**src/rtl/decoder_scan_pkg.sv**
```systemverilog
// Shared constants and state encoding for the scanning one-hot decoder.
package decoder_scan_pkg;

    localparam logic MODE_DIRECT = 1'b0;
    localparam logic MODE_SCAN   = 1'b1;

    typedef enum logic [1:0] {
        IDLE   = 2'd0,
        DIRECT = 2'd1,
        SCAN   = 2'd2
    } state_e;

endpackage

```
**src/rtl/onehot_decoder.sv**
```systemverilog
// Combinational SEL_W -> 2**SEL_W decoder.
// ACTIVE_LOW inverts the result to produce one-cold outputs.
module onehot_decoder #(
    parameter int SEL_W      = 3,
    parameter int ACTIVE_LOW = 0
) (
    input  logic [SEL_W-1:0]    sel_i,
    output logic [2**SEL_W-1:0] dec_o
);

    localparam int OUT_W = 2**SEL_W;

    logic [OUT_W-1:0] onehot;

    always_comb begin
        onehot        = '0;
        onehot[sel_i] = 1'b1;
        dec_o         = (ACTIVE_LOW != 0) ? ~onehot : onehot;
    end

endmodule

```
**src/rtl/decoder_scan_n.sv**
```systemverilog
// Registered one-hot decoder with enable, polarity select and a scan mode
// that walks every output, holding each for DWELL clocks.
module decoder_scan_n
    import decoder_scan_pkg::*;
#(
    parameter int SEL_W      = 3,
    parameter int DWELL      = 4,
    parameter int ACTIVE_LOW = 0
) (
    input  logic                 clk,
    input  logic                 rst_n,
    input  logic                 en,
    input  logic                 mode,
    input  logic [SEL_W-1:0]     sel,
    input  logic                 load,
    output logic [2**SEL_W-1:0]  D,
    output logic [SEL_W-1:0]     idx,
    output logic                 wrap
);

    localparam int OUT_W = 2**SEL_W;
    localparam int CNT_W = (DWELL > 1) ? $clog2(DWELL) : 1;

    localparam logic [CNT_W-1:0] DWELL_LAST = CNT_W'(DWELL - 1);
    localparam logic [SEL_W-1:0] IDX_LAST   = SEL_W'(OUT_W - 1);
    localparam logic [OUT_W-1:0] D_INACTIVE = (ACTIVE_LOW != 0) ? '1 : '0;

    state_e             state_q, state_d;
    logic [SEL_W-1:0]   idx_q,   idx_d;
    logic [CNT_W-1:0]   dwell_q, dwell_d;
    logic               wrap_q,  wrap_d;
    logic [OUT_W-1:0]   d_q,     d_d;
    logic [OUT_W-1:0]   dec;

    always_comb begin
        state_d = IDLE;
        if (en) begin
            state_d = (mode == MODE_SCAN) ? SCAN : DIRECT;
        end
    end

    // Entry into SCAN and an explicit load share the reload path; load wins over advance.
    always_comb begin
        idx_d   = idx_q;
        dwell_d = dwell_q;
        wrap_d  = 1'b0;
        case (state_d)
            DIRECT: begin
                idx_d   = sel;
                dwell_d = '0;
            end
            SCAN: begin
                if (state_q != SCAN || load) begin
                    idx_d   = sel;
                    dwell_d = '0;
                end else if (dwell_q == DWELL_LAST) begin
                    idx_d   = idx_q + SEL_W'(1);
                    dwell_d = '0;
                    wrap_d  = (idx_q == IDX_LAST);
                end else begin
                    dwell_d = dwell_q + CNT_W'(1);
                end
            end
            default: begin
                idx_d   = idx_q;
                dwell_d = dwell_q;
            end
        endcase
    end

    onehot_decoder #(
        .SEL_W      (SEL_W),
        .ACTIVE_LOW (ACTIVE_LOW)
    ) u_dec (
        .sel_i (idx_d),
        .dec_o (dec)
    );

    assign d_d = (state_d == IDLE) ? D_INACTIVE : dec;

    always_ff @(posedge clk or negedge rst_n) begin
        if (!rst_n) begin
            state_q <= IDLE;
            idx_q   <= '0;
            dwell_q <= '0;
            wrap_q  <= 1'b0;
            d_q     <= D_INACTIVE;
        end else begin
            state_q <= state_d;
            idx_q   <= idx_d;
            dwell_q <= dwell_d;
            wrap_q  <= wrap_d;
            d_q     <= d_d;
        end
    end

    assign D    = d_q;
    assign idx  = idx_q;
    assign wrap = wrap_q;

endmodule

```
**config.mk**
```make
export PLATFORM = sky130hd
export DESIGN_NAME = decoder_scan_n
export DESIGN_NICKNAME = d
export VERILOG_FILES = /design/src/rtl/decoder_scan_pkg.sv /design/src/rtl/onehot_decoder.sv /design/src/rtl/decoder_scan_n.sv
export SDC_FILE = /design/constraint.sdc
export NUM_CORES = 1
export LEC_CHECK = 0
export CORE_MARGIN = 1
export CORE_UTILIZATION = 45
export DETAILED_ROUTE_END_ITERATION = 8
export GPL_TIMING_DRIVEN = 0
export PLACE_DENSITY = 0.84
export REMOVE_ABC_BUFFERS = 1
export SYNTH_ARGS = -nofsm -noshare
export SYNTH_HDL_FRONTEND = slang
export SYNTH_SLANG_ARGS = --single-unit
```
**constraint.sdc**
```tcl
create_clock -name clk -period 2.3 [get_ports clk]
set_input_delay 0.46 -clock clk [delete_from_list [all_inputs] [get_ports clk]]
set_output_delay 0.46 -clock clk [all_outputs]
set_load 0.005 [all_outputs]
```
==> results of run 1 <==
[cell usage after synthesis]
library cell | number | share of area [%]
sky130_fd_sc_hd__nor2_1 | 1 | 0.52
sky130_fd_sc_hd__nand3_1 | 1 | 0.70
sky130_fd_sc_hd__and4_2 | 1 | 1.4
sky130_fd_sc_hd__and4bb_1 | 1 | 1.7
sky130_fd_sc_hd__mux2_2 | 4 | 6.3
sky130_fd_sc_hd__mux2i_1 | 3 | 4.2
sky130_fd_sc_hd__buf_6 | 1 | 1.6
sky130_fd_sc_hd__clkbuf_1 | 2 | 1.0
sky130_fd_sc_hd__mux2_4 | 4 | 8.4
sky130_fd_sc_hd__a22o_2 | 1 | 1.4
sky130_fd_sc_hd__nor4_1 | 8 | 7.0
sky130_fd_sc_hd__dfrtp_1 | 16 | 56
sky130_fd_sc_hd__nor3_1 | 1 | 0.70
sky130_fd_sc_hd__o21ai_0 | 1 | 0.70
sky130_fd_sc_hd__xor2_1 | 1 | 1.2
sky130_fd_sc_hd__inv_1 | 2 | 1.0
sky130_fd_sc_hd__and2_2 | 1 | 1.0
sky130_fd_sc_hd__ha_1 | 3 | 5.2
[registers in the layout, summed over array words and instances, names as in the netlist]
| register | count |
|---|---|
| D | 8 |
| idx | 3 |
| dwell_q | 2 |
| state_q | 2 |
| wrap | 1 |
[layout make-up]
| type | instances | share of cell area (%) |
|---|---|---|
| Sequential cell | 16 | 43.0 |
| Clock buffer | 3 | 2.42 |
| Inverter | 2 | 0.806 |
| Multi-Input combinational cell | 31 | 31.2 |
| Tap cell | 16 | 2.15 |
| Timing Repair Buffer | 19 | 20.4 |
[metrics by stage]
step           instances  hold WS, ns  power (mW)
2_1_floorplan         49        0.164       0.347
5_1_grt               87        0.573       0.553
4_1_cts               87        0.552       0.530
6_report              87        0.543       0.524
3_5_place_dp          84        0.537       0.396
3_3_place_gp          84        0.518       0.392
[cells in the final DEF, fill, tap and decap left out, drive strengths merged]
cell / synthesis / routed
mux2: 8 / 8
nand3: 1 / 1
inv: 2 / 2
nor3: 1 / 1
mux2i: 3 / 3
and4bb: 1 / 1
dfrtp: 16 / 16
and2: 1 / 1
and4: 1 / 1
clkbuf: 2 / 3
ha: 3 / 3
o21ai: 1 / 1
a22o: 1 / 1
nor2: 1 / 1
xor2: 1 / 1
nor4: 8 / 8
clkdlybuf4s50: 0 / 19
[kinds of logic (layout without fill, tap and decap cells)]
kind of cell,Yosys count,in the layout
flip-flops,16,16
AND/OR/NAND/NOR,14,14
multiplexers,11,11
buffers and inverters,5,24
adder cells (fa/ha/maj),3,3
AO/OA/AOI/OAI,2,2
XOR/XNOR,1,1
[critical path: stages]
cell,delay (ns)
sky130_fd_sc_hd__clkdlybuf4s50_1,0.49
sky130_fd_sc_hd__and4bb_1,0.52
sky130_fd_sc_hd__mux2_4,0.38
sky130_fd_sc_hd__nor4_1,0.30
[power groups by stage]
stage               combinational (mW)  clock, mW  sequential (mW)
finish                          0.0881      0.135            0.302
global route                    0.0963      0.152            0.304
CTS                             0.0892      0.139            0.302
detailed placement              0.0881          0            0.308
global placement                0.0847          0            0.307
floorplan                       0.0393          0            0.308
[routing by layer]
layer	vias up	wire (um)
met3	4	48
met1	232	554
met2	16	547
met4	0	17
met5	-	0
li1	233	-
[worst min path at each step]
stage / from / end / slack (ns) / depth (start not counted)
global placement: dwell_q[1]$_DFFE_PN0N_ / dwell_q[1]$_DFFE_PN0N_ / 0.52 / 2
CTS: dwell_q[1]$_DFFE_PN0N_ / dwell_q[1]$_DFFE_PN0N_ / 0.55 / 2
finish: dwell_q[1]$_DFFE_PN0N_ / dwell_q[1]$_DFFE_PN0N_ / 0.54 / 2
global route: dwell_q[1]$_DFFE_PN0N_ / dwell_q[1]$_DFFE_PN0N_ / 0.57 / 2
detailed placement: dwell_q[0]$_DFFE_PN0N_ / dwell_q[0]$_DFFE_PN0N_ / 0.54 / 1
floorplan: rst_n / D[0]$_DFF_PN0_ / 0.16 / 0
==> metrics list, run 1 <==
- Measured along the y axis, the die boundary spans between 40 and 50 um.
- Met3 usage in global routing: 3.91%
- CTS placed an instance of sky130_fd_sc_hd__clkbuf_4 at the clock tree root.
* Least setup slack across all paths after layout: 0.315 ns
- Overall overflow remaining after global route: 0
- First-pass GRT wire length: 2100 um
- Initial antenna violation count: 0
* Share of power burned in registers: between 50% and 60%
- The net count of the finished layout is 84.
- The most critical setup path has its endpoint at D[0]$_DFF_PN0_.
- The sequential cells in the finished layout cover a total of about 400 sq um.
* Worst-skew pair later-pin latency: approximately 0.27 ns
* Number of cells upsized or downsized after cts: 0
* Via count of the first global-routing pass: 476
* Switching fraction of total power: between 20% and 30%
- Wire length after detailed routing: 1170 um
- Nature of the critical path endpoint: register
- Routed len/inst: between 10 and 15 um
- Dominant combinational cell family by area after synthesis: multiplexers
- Mux share of post-synthesis cell area: between 10% and 20%
* Multi-input combinational cell area: between 200 and 300 sq um
- The final route contains 485 vias.
- The count of final max-slew check failures was 0.
* Setup WS pre-CTS: around 0.06 ns
- Once layout is done, the placed cells without fillers occupy 931 sq um.
- For this design the top-level I/O count stands at 20.
* Synth Cell Area: just over 700 sq um
- Layout cell share with drive strength beyond 1: 19.7%
* Final Wtd Congestion: 0.742
* Category of the worst setup path launch point: input pin
- Synthesized area divided by synthesized cell count: around 14 sq um
- Setup_tns: 0 ns
* CTS H-tree lvls: 1
- The global routing stage identified its most utilized layer as met2.
* Launch point of the critical path: mode
- For this configuration, the core starts out at a cell density of 48.2%.
- Worst vdd ir: approximately 0.00028 V
- Internal power comes to approximately 400 uW.
* Leakage component of the power: between 0.4 and 0.5 nW
* Remaining antenna violation count after routing: 0
* Number of violations of the max-capacitance limit: 0
- Share of synthesized area occupied by flip-flops and latches: a little under three fifths
- FF+latch count, synth: 16
- For this run, the number of Yosys warnings is 0.
- Summing the areas of all fa, ha and maj instances in the mapped netlist gives approximately 5.2% of the synthesized area.
- Clock buffers created by TritonCTS: 3
- The first routing iteration left 3 violations.
- The analysis attributes to net switching a power of 119 uW.
- The floorplan step defined a core boundary enclosing ~1500 sq um.
* Via/cell ratio: ~5.6
* Simple-gate share of the synthesized area: between 10% and 20%
- Across every metal layer, demand over resource in global routing totals between 10% and 20%.
* Number of unique standard cell types used by synthesis: 18
- Power spread over the standard cell area amounts to roughly 560 nW/um^2.
- Data on the critical path is required at its endpoint by 2.46 ns.
- The number of antenna diodes in the final layout is 0.
- Arrival time of the worst setup path: between 2 and 2.5 ns
* Rows: 14
* Pin count of the biggest net entering global routing: 17
- Standard cell area after detailed placement: roughly 910 sq um
- Hold Crit Class: reg2reg
- Hold-fix buffers, CTS: 0
* Launch point of the worst reg-to-reg path: idx[0]$_DFF_PN0_
- Post-Synth XOR/XNOR Area: 1.22%
- Length in cells of the worst reg-to-reg path: 5
- Number of buffer cells added on primary ports: 19
- Area of the die: 1760 sq um
- Counting I/O delays and the setup requirement, the final critical path takes around 2.0 ns.
- Dividing the final minimum period by the clock period gives between 80 and 90%.
- The setup check on the worst reg-to-reg path leaves a slack of 0.40 ns.
- Worst-margin pin slew: 0.694 ns
- Setup violations remaining at the end of the flow were counted as 0.
- For this design, the sink count on the clock tree is 16.
- Post-detailed-route DRC marker count: 0
- Initial DRT Pass Iterations: 2
- Deepest clock path buffer count: 2
* Clock tree from TritonCTS: done
* Outcome: complete, no violations
* Syn Inst Count: 52
- Post-CTS timing repair inserted 0 buffers for setup.
* P&R area growth vs syn: 29.8%
- Measured along the x axis, the die boundary spans roughly 42 um.
- The worst register-to-register path ends at D[2]$_DFF_PN0_.
* Share of total power in combinational logic: between 10% and 20%
- Final standard cell utilization of the core: a little over three fifths
* Met1 capacity usage during global routing: 21.6%
- Based on the critical path, the design can be clocked at up to approximately 500 MHz.
- Headroom to the max-slew limit came out at a little over half.
- Global routing consumed, on the met2 layer, 25.6% of the routing resources.
* Maximum net fanout on the critical path: 9
* Clock network power share: around 26%
- Filler cell count: ~130
- Hold Fails Final Rpt: 0
- Synth Area in Compound Gates: between 2 and 2.5%
* Setup repair after global routing missed its margin: false
* Final worst clock skew: approximately 0.0015 ns
* CTS clock-pin slew for the worst setup and hold paths: around 0.080 ns
- Category of the critical setup timing path: in2reg
No activity file was read; power rests on OpenSTA's default activity.
==> run 2: changes to the inputs <==
--- a/config.mk
+++ b/config.mk
@@ -9,6 +9,7 @@
 export CORE_UTILIZATION = 45
 export DETAILED_ROUTE_END_ITERATION = 8
 export GPL_TIMING_DRIVEN = 0
+export HOLD_SLACK_MARGIN = 0.12
 export PLACE_DENSITY = 0.84
 export REMOVE_ABC_BUFFERS = 1
 export SYNTH_ARGS = -nofsm -noshare
==> results of run 2 <==
No change in the layout: final DEF, timing and power equal those of run 1.
